--- src/rtl/pc_fetch_unit_pkg.sv ---
// ============================================================================
// Module  : pc_fetch_unit_pkg
// Brief   : Shared fetch-stage types and constants (FSM encoding, reset PC).
// Revision: 1.0  initial release
// ============================================================================
`default_nettype none

package pc_fetch_unit_pkg;

    localparam logic [31:0] c_default_reset_pc = 32'h0000_3000;

    typedef enum logic [1:0] {
        S_REQ   = 2'd0,
        S_WAIT  = 2'd1,
        S_VALID = 2'd2
    } fetch_state_t;

    function automatic logic [29:0] byte_to_word(input logic [31:0] byte_addr);
        return byte_addr[31:2];
    endfunction

endpackage

`default_nettype wire

--- src/rtl/pc_fetch_unit_if.sv ---
// ============================================================================
// Module  : pc_fetch_unit_if
// Brief   : Instruction-memory request/response and decode handoff bundle.
// Revision: 1.0  initial release
// ============================================================================
`default_nettype none

interface pc_fetch_unit_if;
    logic        imem_req_o;
    logic [29:0] imem_addr_o;
    logic        imem_gnt_i;
    logic        imem_rvalid_i;
    logic [31:0] imem_rdata_i;
    logic        if_valid_o;
    logic [29:0] if_pc_o;
    logic [31:0] if_instr_o;
    logic        id_ready_i;

    // Fetch-unit side
    modport master (
        output imem_req_o, imem_addr_o, if_valid_o, if_pc_o, if_instr_o,
        input  imem_gnt_i, imem_rvalid_i, imem_rdata_i, id_ready_i
    );

    // Memory / decode side
    modport slave (
        input  imem_req_o, imem_addr_o, if_valid_o, if_pc_o, if_instr_o,
        output imem_gnt_i, imem_rvalid_i, imem_rdata_i, id_ready_i
    );
endinterface

`default_nettype wire

--- src/rtl/pc_fetch_unit_if_hold_reg.sv ---
// ============================================================================
// Module  : if_hold_reg
// Brief   : Valid/ready hold register for the {pc, instr} pair shown to decode.
// Revision: 1.0  initial release
// ============================================================================
`default_nettype none

module if_hold_reg #(
    parameter logic [29:0] RESET_WORD = 30'h0000_0C00
) (
    input  wire logic        clk,
    input  wire logic        rst,
    input  wire logic        i_load,
    input  wire logic        i_clear,
    input  wire logic [29:0] i_pc,
    input  wire logic [31:0] i_instr,
    output logic             o_valid,
    output logic [29:0]      o_pc,
    output logic [31:0]      o_instr
);

    logic        r_valid;
    logic [29:0] r_pc;
    logic [31:0] r_instr;

    // Load wins over clear; the FSM never asserts both in the same cycle.
    always_ff @(posedge clk) begin
        if (rst) begin
            r_valid <= 1'b0;
            r_pc    <= RESET_WORD;
            r_instr <= 32'h0;
        end else if (i_load) begin
            r_valid <= 1'b1;
            r_pc    <= i_pc;
            r_instr <= i_instr;
        end else if (i_clear) begin
            r_valid <= 1'b0;
        end
    end

    assign o_valid = r_valid;
    assign o_pc    = r_pc;
    assign o_instr = r_instr;

endmodule

`default_nettype wire

--- src/rtl/pc_fetch_unit.sv ---
// ============================================================================
// Module  : pc_fetch_unit
// Brief   : Architectural PC holder and single-outstanding instruction fetch.
// Revision: 1.0  initial release
// ============================================================================
`default_nettype none

module pc_fetch_unit
    import pc_fetch_unit_pkg::*;
#(
    parameter logic [31:0] RESET_PC = c_default_reset_pc
) (
    input  wire logic         clk,
    input  wire logic         rst,
    input  wire logic [29:0]  npc_i,
    output logic [29:0]       pc_o,
    pc_fetch_unit_if.master   bus,
    output logic [31:0]       fetch_cnt_o,
    output logic [31:0]       stall_cnt_o
);

    localparam logic [29:0] c_reset_word = byte_to_word(RESET_PC);

    fetch_state_t r_state;
    fetch_state_t w_state_nxt;
    logic [29:0]  r_pc;
    logic [31:0]  r_fetch_cnt;
    logic [31:0]  r_stall_cnt;
    logic         w_req;
    logic         w_load;
    logic         w_handoff;
    logic         w_stall;

    always_ff @(posedge clk) begin
        if (rst) begin
            r_state <= S_REQ;
        end else begin
            r_state <= w_state_nxt;
        end
    end

    // rvalid only matters in S_WAIT, or alongside gnt in S_REQ.
    always_comb begin
        w_state_nxt = r_state;
        w_req       = 1'b0;
        w_load      = 1'b0;
        w_handoff   = 1'b0;
        w_stall     = 1'b0;
        case (r_state)
            S_REQ: begin
                w_req = 1'b1;
                if (bus.imem_gnt_i) begin
                    if (bus.imem_rvalid_i) begin
                        w_load      = 1'b1;
                        w_state_nxt = S_VALID;
                    end else begin
                        w_state_nxt = S_WAIT;
                    end
                end
            end
            S_WAIT: begin
                if (bus.imem_rvalid_i) begin
                    w_load      = 1'b1;
                    w_state_nxt = S_VALID;
                end
            end
            S_VALID: begin
                if (bus.id_ready_i) begin
                    w_handoff   = 1'b1;
                    w_state_nxt = S_REQ;
                end else begin
                    w_stall = 1'b1;
                end
            end
            default: w_state_nxt = S_REQ;
        endcase
    end

    always_ff @(posedge clk) begin
        if (rst) begin
            r_pc        <= c_reset_word;
            r_fetch_cnt <= 32'h0;
            r_stall_cnt <= 32'h0;
        end else begin
            if (w_handoff) begin
                r_pc        <= npc_i;
                r_fetch_cnt <= r_fetch_cnt + 32'd1;
            end
            if (w_stall) begin
                r_stall_cnt <= r_stall_cnt + 32'd1;
            end
        end
    end

    if_hold_reg #(
        .RESET_WORD (c_reset_word)
    ) u_hold (
        .clk     (clk),
        .rst     (rst),
        .i_load  (w_load),
        .i_clear (w_handoff),
        .i_pc    (r_pc),
        .i_instr (bus.imem_rdata_i),
        .o_valid (bus.if_valid_o),
        .o_pc    (bus.if_pc_o),
        .o_instr (bus.if_instr_o)
    );

    assign bus.imem_req_o  = w_req & ~rst;
    assign bus.imem_addr_o = r_pc;
    assign pc_o            = r_pc;
    assign fetch_cnt_o     = r_fetch_cnt;
    assign stall_cnt_o     = r_stall_cnt;

endmodule

`default_nettype wire

--- src/flat_wrapper.sv ---
// flat-port wrapper written by rule: the top's interface ports become plain ports
module pc_fetch_unit_flat import pc_fetch_unit_pkg::*;
#(
    parameter logic [31:0] RESET_PC = c_default_reset_pc
)
  (clk, rst, npc_i, pc_o, fetch_cnt_o, stall_cnt_o, bus_imem_req_o, bus_imem_addr_o, bus_if_valid_o, bus_if_pc_o, bus_if_instr_o, bus_imem_gnt_i, bus_imem_rvalid_i, bus_imem_rdata_i, bus_id_ready_i);
  pc_fetch_unit_if bus_i ();
  input  wire logic clk;
  input  wire logic rst;
  input  wire logic [29:0] npc_i;
  output logic [29:0] pc_o;
  output logic [31:0] fetch_cnt_o;
  output logic [31:0] stall_cnt_o;
  output wire logic [$bits(bus_i.imem_req_o)-1:0] bus_imem_req_o;
  output wire logic [$bits(bus_i.imem_addr_o)-1:0] bus_imem_addr_o;
  output wire logic [$bits(bus_i.if_valid_o)-1:0] bus_if_valid_o;
  output wire logic [$bits(bus_i.if_pc_o)-1:0] bus_if_pc_o;
  output wire logic [$bits(bus_i.if_instr_o)-1:0] bus_if_instr_o;
  input wire logic [$bits(bus_i.imem_gnt_i)-1:0] bus_imem_gnt_i;
  input wire logic [$bits(bus_i.imem_rvalid_i)-1:0] bus_imem_rvalid_i;
  input wire logic [$bits(bus_i.imem_rdata_i)-1:0] bus_imem_rdata_i;
  input wire logic [$bits(bus_i.id_ready_i)-1:0] bus_id_ready_i;
  assign bus_imem_req_o = bus_i.imem_req_o;
  assign bus_imem_addr_o = bus_i.imem_addr_o;
  assign bus_if_valid_o = bus_i.if_valid_o;
  assign bus_if_pc_o = bus_i.if_pc_o;
  assign bus_if_instr_o = bus_i.if_instr_o;
  assign bus_i.imem_gnt_i = bus_imem_gnt_i;
  assign bus_i.imem_rvalid_i = bus_imem_rvalid_i;
  assign bus_i.imem_rdata_i = bus_imem_rdata_i;
  assign bus_i.id_ready_i = bus_id_ready_i;
  pc_fetch_unit #(.RESET_PC(RESET_PC)) u_core (.clk(clk), .rst(rst), .npc_i(npc_i), .pc_o(pc_o), .bus(bus_i), .fetch_cnt_o(fetch_cnt_o), .stall_cnt_o(stall_cnt_o));
endmodule
--- config.mk ---
export PLATFORM = sky130hd
export DESIGN_NAME = pc_fetch_unit_flat
export DESIGN_NICKNAME = d
export VERILOG_FILES = /design/src/rtl/pc_fetch_unit_pkg.sv /design/src/rtl/pc_fetch_unit_if.sv /design/src/rtl/pc_fetch_unit_if_hold_reg.sv /design/src/rtl/pc_fetch_unit.sv /design/src/flat_wrapper.sv
export SDC_FILE = /design/constraint.sdc
export NUM_CORES = 1
export LEC_CHECK = 0
export CAP_MARGIN = 20
export CORE_ASPECT_RATIO = 0.8
export CORE_MARGIN = 1.5
export CORE_UTILIZATION = 40
export DETAILED_ROUTE_END_ITERATION = 8
export PLACE_DENSITY = 0.84
export SLEW_MARGIN = 10
export SYNTH_ARGS = -nofsm -noshare
export SYNTH_HDL_FRONTEND = slang
export SYNTH_HIERARCHICAL = 1
export SYNTH_SLANG_ARGS = --single-unit
--- constraint.sdc ---
create_clock -name clk -period 1.82 [get_ports clk]
set_clock_uncertainty 0.1 [all_clocks]
set_input_delay 0.364 -clock clk [delete_from_list [all_inputs] [get_ports clk]]
set_output_delay 0.364 -clock clk [all_outputs]
set_load 0.1 [all_outputs]
==> Word-level counts from Yosys, hierarchy flattened <==
Cells that the tools add are included.
{ "totals": {"wordCells": 34, "in_bits": 67, "out_inout_bits": 188, "reg_bits": 159} }
{ "op_classes": {"muxes": 15, "n_reduce_logical": 3, "n_eq_ne": 5, "n_addsub": 2, "bitwise_logic": 2} }
{ "ops": {"columns": ["op", "count"], "rows": [
  ["adder 32 x 1 -> 32 bit (second input constant)", 2],
  ["2-to-1 mux 1 bit", 9],
  ["2-to-1 mux 2 bit", 4],
  ["inequality test 2 bit (second input constant)", 3],
  ["case mux 2 bit (3 select lines)", 1],
  ["AND reduction 3 bit", 1],
  ["== test 2 x 1 -> 1 bit (second input constant)", 1],
  ["== test 2 bit (second input constant)", 1],
  ["zero test 2 bit", 1],
  ["case mux 1 bit (2 select lines)", 1],
  ["nonzero test 2 bit", 1],
  ["AND 1 bit", 1],
  ["inverter 1 bit", 1]
]} }

==> Longest topological paths before layout <==
Gate-level depths: netlist (run 1).
{ "logic_depth": {"word_depth": 4, "depth_mapped": 7, "ltp_nobuf": 5} }

==> Modules after synthesis <==
The synthesis (run 1) kept the hierarchy.
{ "by_module_without_submodules": {"columns": ["mod", "seq_area_each_um2", "area_each_um2", "cells_each", "n_inst"], "rows": [
  ["pc_fetch_unit", 1921.8, 4473.0, 526, 1],
  ["if_hold_reg", 1261.2, 2296.0, 204, 1]
]} }

==> Worst setup path before layout (run 1) <==
No wires, ideal clock.
{ "synth_path": {"path_type": "in2out", "from": "input rst", "to": "output bus_imem_req_o", "cell_stages": 3, "path_slack_ns": -1.431, "arrival_time_ns": 2.787, "cell_sequence": "clkbuf_1 -> buf_1 -> nor3_1"} }
{ "synth_between": {"elab_chain_len": 2} }
{ "synth_lines": {"columns": ["item", "line_no", "rtl"], "rows": [
  ["from (decl)", "flat_wrapper.sv:9", "input wire logic rst;"],
  ["inverter 1 bit", "pc_fetch_unit.sv:109", "assign bus.imem_req_o = w_req & ~rst;"],
  ["AND 1 bit", "pc_fetch_unit.sv:109", null],
  ["to (decl)", "flat_wrapper.sv:14", "output wire logic [$bits(bus_i.imem_req_o)-1:0] bus_imem_req_o;"]
]} }
No other way between the ends.

==> Worst setup path after layout (run 1) <==
{ "layout_path": {"from": "register u_core.r_stall_cnt[8] (netlist: u_core/stall_cnt_o[8])", "to": "register u_core.r_stall_cnt[13] (netlist: u_core/stall_cnt_o[13])"} }
{ "layout_between": {"elab_chain_len": 1} }
{ "layout_lines": {"columns": ["item", "line_no", "rtl"], "rows": [
  ["from (decl)", "pc_fetch_unit.sv:28", "logic [31:0] r_stall_cnt;"],
  ["from (signal assigned)", "pc_fetch_unit.sv:90", "r_stall_cnt <= r_stall_cnt + 32'd1;"],
  ["adder 32 x 1 -> 32 bit", "pc_fetch_unit.sv:90", null]
]} }
No other way between the ends.
A chain may end at the register's enable or synchronous reset.

==> run_results.csv, run 1 <==
group,metric,value,unit
cells_and_area,multi_input_area,3310,µm²
global_routing,grt_antenna_before_repair,0,
logic_synthesis,avgSynthCellArea,9.27,µm²
sta,tightestPinTransition,0.404,ns
critical_path,setup.worst_path.end,"u_core/stall_cnt_o[13]",
clocking,cts_num_sinks,159,
critical_path,worstPathArrival,2.16,ns
sta,hold_viol_final,0,
place,io_buffers,254,
route,drc_errors,0,
cells_and_area,syn_to_final_growth,88.0,%
pwr,total_power,8550,µW
die,io_pins,255,
clocking,clk_latency,0.43,ns
pwr,power_leakage,0.00483,µW
logic_synthesis,synth_cell_types,43,
die,die_area,17700,µm²
route,via_per_inst,5.53,
critical_path,reg2reg_depth,5,
pwr,ir_drop,0.514,mV
global_routing,grt_first_pass_wirelength,35800,µm
clocking,numCtsBuffers,17,
sta,rsz0062_at_grt,"true",
sta,max_freq,0.523,GHz
clocking,cts_hold_repair.buffers,0,
die,rows,42,
cells_and_area,final_cell_mix,"buf_12 (195), nor2_1 (89), nand2_1 (80)",
route,wl,25000,µm
status,violations,"setup timing",
global_routing,grt_max_degree,61,
route,vias,6890,
logic_synthesis,ys_warn_count,6,
critical_path,critPathKind,"reg2reg",
place,gp_congestion,0.845,
sta,worst_slack,-0.0921,ns
cells_and_area,finalNetCount,1082,
min_path,min_path_type,"in2reg",
job,maxCapViolCount,0,
route,ant_nets,0,
place,dpl_worst_slack,-0.588,ns
logic_synthesis,async_flop_share,0,%
cells_and_area,final_cells,1246,
clocking,cts_tree,"built",
critical_path,cp.required,2.07,ns
logic_synthesis,synth-seq-cells,159,
cells_and_area,final_common_cell,"buf_12",
sta,setup_violations,5,
sta,totalNegativeSetupSlack,-0.245,ns
global_routing,gr-total-overflow,0,
cells_and_area,seqCellArea,3430,µm²
die,die_h,119,µm
sta,maxSlewHeadroom,72.8,%
logic_synthesis,synth_edf_count,0,
critical_path,r2r_setup_slack,-0.09,ns
critical_path,end_kind,"register",
logic_synthesis,synth_ff_type,"dfxtp_1",
logic_synthesis,seq_area_frac_synth,47.0,%
clocking,htree_num_levels,4,
cells_and_area,n_fill_cell,898,
logic_synthesis,synth_area,6770,µm²
place,dpl.hpwl,16700,µm
critical_path,start_kind,"register",
critical_path,reg2reg_from,"u_core/stall_cnt_o[8]",
die,start_util,40.9,%
clocking,clk_pin_slew,0.07,ns
logic_synthesis,synthCells,730,
critical_path,cp-startpoint,"u_core/stall_cnt_o[8]",
sta,period_share,105,%
die,core,16600,µm²
critical_path,cp_max_fo,4,
die,dieWidth,148,µm
logic_synthesis,syn-num-nets,799,
route,wl_per_cell,20.0,µm
clocking,cts.root.buffer_cell,"clkbuf_16",
route,firstDrtPassIters,5,
global_routing,grt_use_total,25.9,%
route,drt-initial-drc-count,528,
pwr,power_density,672,nW/µm²
sta,layout_min_cycle_time,1.91,ns
cells_and_area,drive_gt1_share,43.9,%
clocking,clk_path_buf_depth,2,
critical_path,r2r-end,"u_core/stall_cnt_o[13]",
global_routing,grt_pass1_vias,6660,
place,dp_cells,1193,
cells_and_area,diodes,0,
status,status,"complete, but fails checks",
sta,slew_violations,0,
-- per-layer routing --
metal	global-route usage, %	wire length [µm]
met1	30.2	9320
met2	44.5	12700
met3	7.36	2010
met4	10.5	918
met5	0	0
-- what timing repair did --
item	CTS	global route
pin swaps	7	7
resized for setup	12	31
hold endpoints to repair	0	0
endpoints found under the setup margin	30	35
cloned	1	2
setup buffers	4	14
-- flip-flops by register name, summed over array words and instances (netlist names) --
register	cells
u_core/fetch_cnt_o	32
u_core/bus.imem_addr_o	30
u_core/u_hold/o_instr	32
u_core/r_state	2
u_core/u_hold/o_pc	30
u_core/u_hold/o_valid	1
u_core/stall_cnt_o	32
-- cell families (layout without fill, tap and decap cells) --
logic type	after synthesis	after routing	share of synthesized area, %
AO/OA/AOI/OAI	108	108	9.11
XOR/XNOR	19	19	2.46
adder cells (fa/ha/maj)	2	2	0.370
buffers and inverters	83	376	8.35
flip-flops	159	159	47.0
multiplexers	66	66	9.85
AND/OR/NAND/NOR	293	296	22.8
-- report_power, final --
group / total (µW) / leakage, µW / switching (µW) / internal [µW]
Clock: 3360 / 0.000277 / 1580 / 1790
Combinational: 1590 / 0.00320 / 960 / 632
Sequential: 3590 / 0.00135 / 106 / 3490
Total: 8550 / 0.00483 / 2640 / 5910
-- worst min-delay path by stage --
stage,cells after the start,endpoint,start,slack (ns)
floorplan,1,u_core/r_state[0],bus_imem_rvalid_i,0.34
finish,2,u_core/fetch_cnt_o[28],rst,0.20
detailed placement,2,u_core/fetch_cnt_o[30],u_core/fetch_cnt_o[30],0.40
CTS,2,u_core/fetch_cnt_o[21],rst,0.18
global placement,2,u_core/fetch_cnt_o[30],u_core/fetch_cnt_o[30],0.39
global route,2,u_core/stall_cnt_o[1],rst,0.20
-- final cells by class --
cell class,instances,area share [%]
clock inverters,15,0.964
repair buffers,333,40.2
multi-input cells,491,26.0
clock buffers,17,3.34
well taps,220,2.16
flip-flops and latches,159,26.9
inverters,11,0.325
-- cells in the mapped netlist, types with 2 or more instances --
cell | n | area share, %
a211o_1 | 2 | 0.26
a21oi_1 | 68 | 5.0
and2_1 | 2 | 0.18
and3_1 | 4 | 0.37
and4_1 | 13 | 1.7
buf_1 | 4 | 0.22
buf_12 | 6 | 1.8
buf_2 | 2 | 0.15
buf_4 | 33 | 3.7
buf_6 | 4 | 0.67
clkbuf_1 | 23 | 1.3
dfxtp_1 | 159 | 47
ha_1 | 2 | 0.37
inv_1 | 9 | 0.50
inv_2 | 2 | 0.11
mux2_2 | 5 | 0.83
mux2i_1 | 61 | 9.0
nand2_1 | 84 | 4.7
nand3_1 | 18 | 1.3
nand3b_1 | 3 | 0.33
nand4_1 | 9 | 0.83
nand4_2 | 4 | 0.74
nand4_4 | 3 | 0.94
nor2_1 | 89 | 4.9
nor2b_1 | 6 | 0.55
nor3_1 | 2 | 0.15
nor3b_1 | 2 | 0.22
nor4_1 | 8 | 0.74
o21ai_0 | 11 | 0.81
o31ai_1 | 26 | 2.9
or3_1 | 12 | 1.1
or4_1 | 26 | 2.9
xnor2_1 | 12 | 1.6
xor2_1 | 7 | 0.91
-- critical path, cell delays in order, from the launching register on --
cell,delay [ns]
dfxtp_4,0.36
and4_4,0.32
buf_4,0.17
nand2_1,0.15
or4_1,0.55
a21oi_1,0.18
-- metrics by stage --
step / utilization (%) / hold WS [ns] / cell area (µm²)
global placement: 71.5 / 0.393 / 11800
floorplan: - / 0.343 / 7130
detailed placement: 71.5 / 0.405 / 11800
global route: 76.9 / 0.204 / 12700
CTS: 75.3 / 0.179 / 12500
finish: 76.9 / 0.202 / 12700
Power figures use the tool's default switching activity.
==> run 2, diff against run 1 <==
SKIP_LAST_GASP = 1   (was unset)
==> run 2 against run 1 <==
  * Die area did not move
  * Register-to-register slack barely moved
  * Sequential cell count did not move
  * Global-route usage did not move
  * The flow still finishes with violations (setup timing)
  * Power barely moved
  * Largest power group unchanged
  * Worst setup slack got worse by 0.0028 ns
  * Critical path depth did not move
  * Non-clock buffer count did not move
  * Clock power barely moved
  * Final cell count did not move
  * Sequential power barely moved
  * Hold slack improved by 0.0095 ns
==> run_results.csv, run 2 (synthesized netlist as in run 1, its figures left out) <==
group,metric,value,unit
global_routing,grt_max_degree,61,
sta,setup_violations,13,
critical_path,end_kind,"register",
place,dpl.hpwl,16700,µm
cells_and_area,seqCellArea,3430,µm²
clocking,cts_hold_repair.buffers,0,
pwr,seqPwrFrac,42.1,%
cells_and_area,final_cell_mix,"buf_12 (195), nor2_1 (89), nand2_1 (80)",
cells_and_area,diodes,0,
die,dieWidth,148,µm
critical_path,critPathKind,"reg2reg",
sta,period_share,105,%
route,vias,6962,
critical_path,start_kind,"register",
clocking,numCtsBuffers,17,
status,violations,"setup timing",
die,die_h,119,µm
die,start_util,40.9,%
die,rows,42,
die,io_pins,255,
clocking,clk_pin_slew,0.07,ns
clocking,cts.root.buffer_cell,"clkbuf_16",
route,wl,25000,µm
pwr,power_leakage,0.00482,µW
cells_and_area,final_common_cell,"buf_12",
global_routing,gr-total-overflow,0,
die,core,16600,µm²
route,firstDrtPassIters,6,
cells_and_area,drive_gt1_share,43.7,%
sta,maxSlewHeadroom,74.1,%
cells_and_area,finalNetCount,1082,
cells_and_area,n_fill_cell,896,
sta,hold_viol_final,0,
cells_and_area,syn_to_final_growth,87.8,%
pwr,ir_drop,0.509,mV
route,wl_per_cell,20.1,µm
critical_path,cp.required,2.07,ns
job,maxCapViolCount,0,
pwr,p_int,5910,µW
critical_path,cp_max_fo,4,
sta,totalNegativeSetupSlack,-0.382,ns
clocking,htree_num_levels,4,
sta,worst_slack,-0.0949,ns
global_routing,grt_antenna_before_repair,0,
pwr,combPwrFrac,18.7,%
sta,max_freq,0.522,GHz
clocking,cts_num_sinks,159,
min_path,min_path_type,"in2reg",
place,io_buffers,254,
global_routing,grt_pass1_vias,6660,
clocking,clk_latency,0.43,ns
sta,rsz0062_at_grt,"true",
route,ant_nets,0,
route,drt-initial-drc-count,547,
route,drc_errors,0,
pwr,switching_power,2630,µW
sta,layout_min_cycle_time,1.91,ns
die,die_area,17700,µm²
pwr,swShare,30.8,%
cells_and_area,multi_input_area,3300,µm²
place,gp_congestion,0.845,
cells_and_area,finish.utilization,76.8,%
sta,slew_violations,0,
global_routing,grt_use_total,25.9,%
global_routing,grt_first_pass_wirelength,35800,µm
critical_path,worstPathArrival,2.17,ns
pwr,pwr-share-clk,39.3,%
pwr,power_density,672,nW/µm²
sta,tightestPinTransition,0.385,ns
route,via_per_inst,5.59,
status,status,"complete, but fails checks",
clocking,cts_tree,"built",
clocking,clk_path_buf_depth,2,
run 2: layout make-up:
class                      count  share of cell area [%]
clock buffer                  17                    3.35
clock inverter                15                   0.964
inverter                      11                   0.325
multi-input combinational    491                    26.0
sequential                   159                    26.9
tap                          220                    2.17
timing repair buffer         333                    40.3
run 2: metrics by stage:
step / hold slack, ns / worst slack [ns] / instance area, µm² / std cells / power (µW)
floorplan: 0.343 / -0.234 / 7130 / 730 / 4580
global placement: 0.393 / -0.423 / 11800 / 1193 / 5200
detailed placement: 0.405 / -0.588 / 11800 / 1193 / 5230
CTS: 0.179 / -0.00953 / 12500 / 1230 / 8590
global route: 0.204 / -0.101 / 12700 / 1246 / 8820
finish: 0.212 / -0.0949 / 12700 / 1246 / 8540
run 2: path summary, 6_finish.rpt:
kind                                 end                   start  slack (ns)  cells past startpoint
hold reg to reg   u_core/fetch_cnt_o[30]  u_core/fetch_cnt_o[30]        0.41                      2
setup / recovery  u_core/stall_cnt_o[13]   u_core/stall_cnt_o[8]       -0.09                      5
hold / removal    u_core/fetch_cnt_o[28]                     rst        0.21                      2
setup reg to reg  u_core/stall_cnt_o[13]   u_core/stall_cnt_o[8]       -0.09                      5
run 2: power by group through the flow:
stage | Combinational (µW) | Clock [µW] | Sequential [µW]
final | 1590 | 3350 | 3590
after global routing | 1640 | 3580 | 3600
after CTS | 1580 | 3420 | 3590
after detailed placement | 1560 | 0 | 3670
after global placement | 1530 | 0 | 3660
after floorplan | 462 | 0 | 4120
run 2: metal layers:
metal / share of wire, % / track usage (%) / vias up
li1: - / - / 3117
met1: 37 / 30.2 / 3363
met2: 51 / 44.5 / 400
met3: 8.4 / 7.36 / 82
met4: 3.9 / 10.5 / 0
met5: 0 / 0 / -
run 2: timing repair:
action	4_1_cts	5_1_grt
pin swaps	7	6
cloned	1	2
buffers inserted	4	14
setup endpoints to repair	30	35
resized for setup	12	27
run 2: critical path, cell delays in order (launching register included):
cell	delay, ns
dfxtp_4	0.36
and4_4	0.32
buf_4	0.17
nand2_1	0.16
or4_1	0.55
a21oi_1	0.18
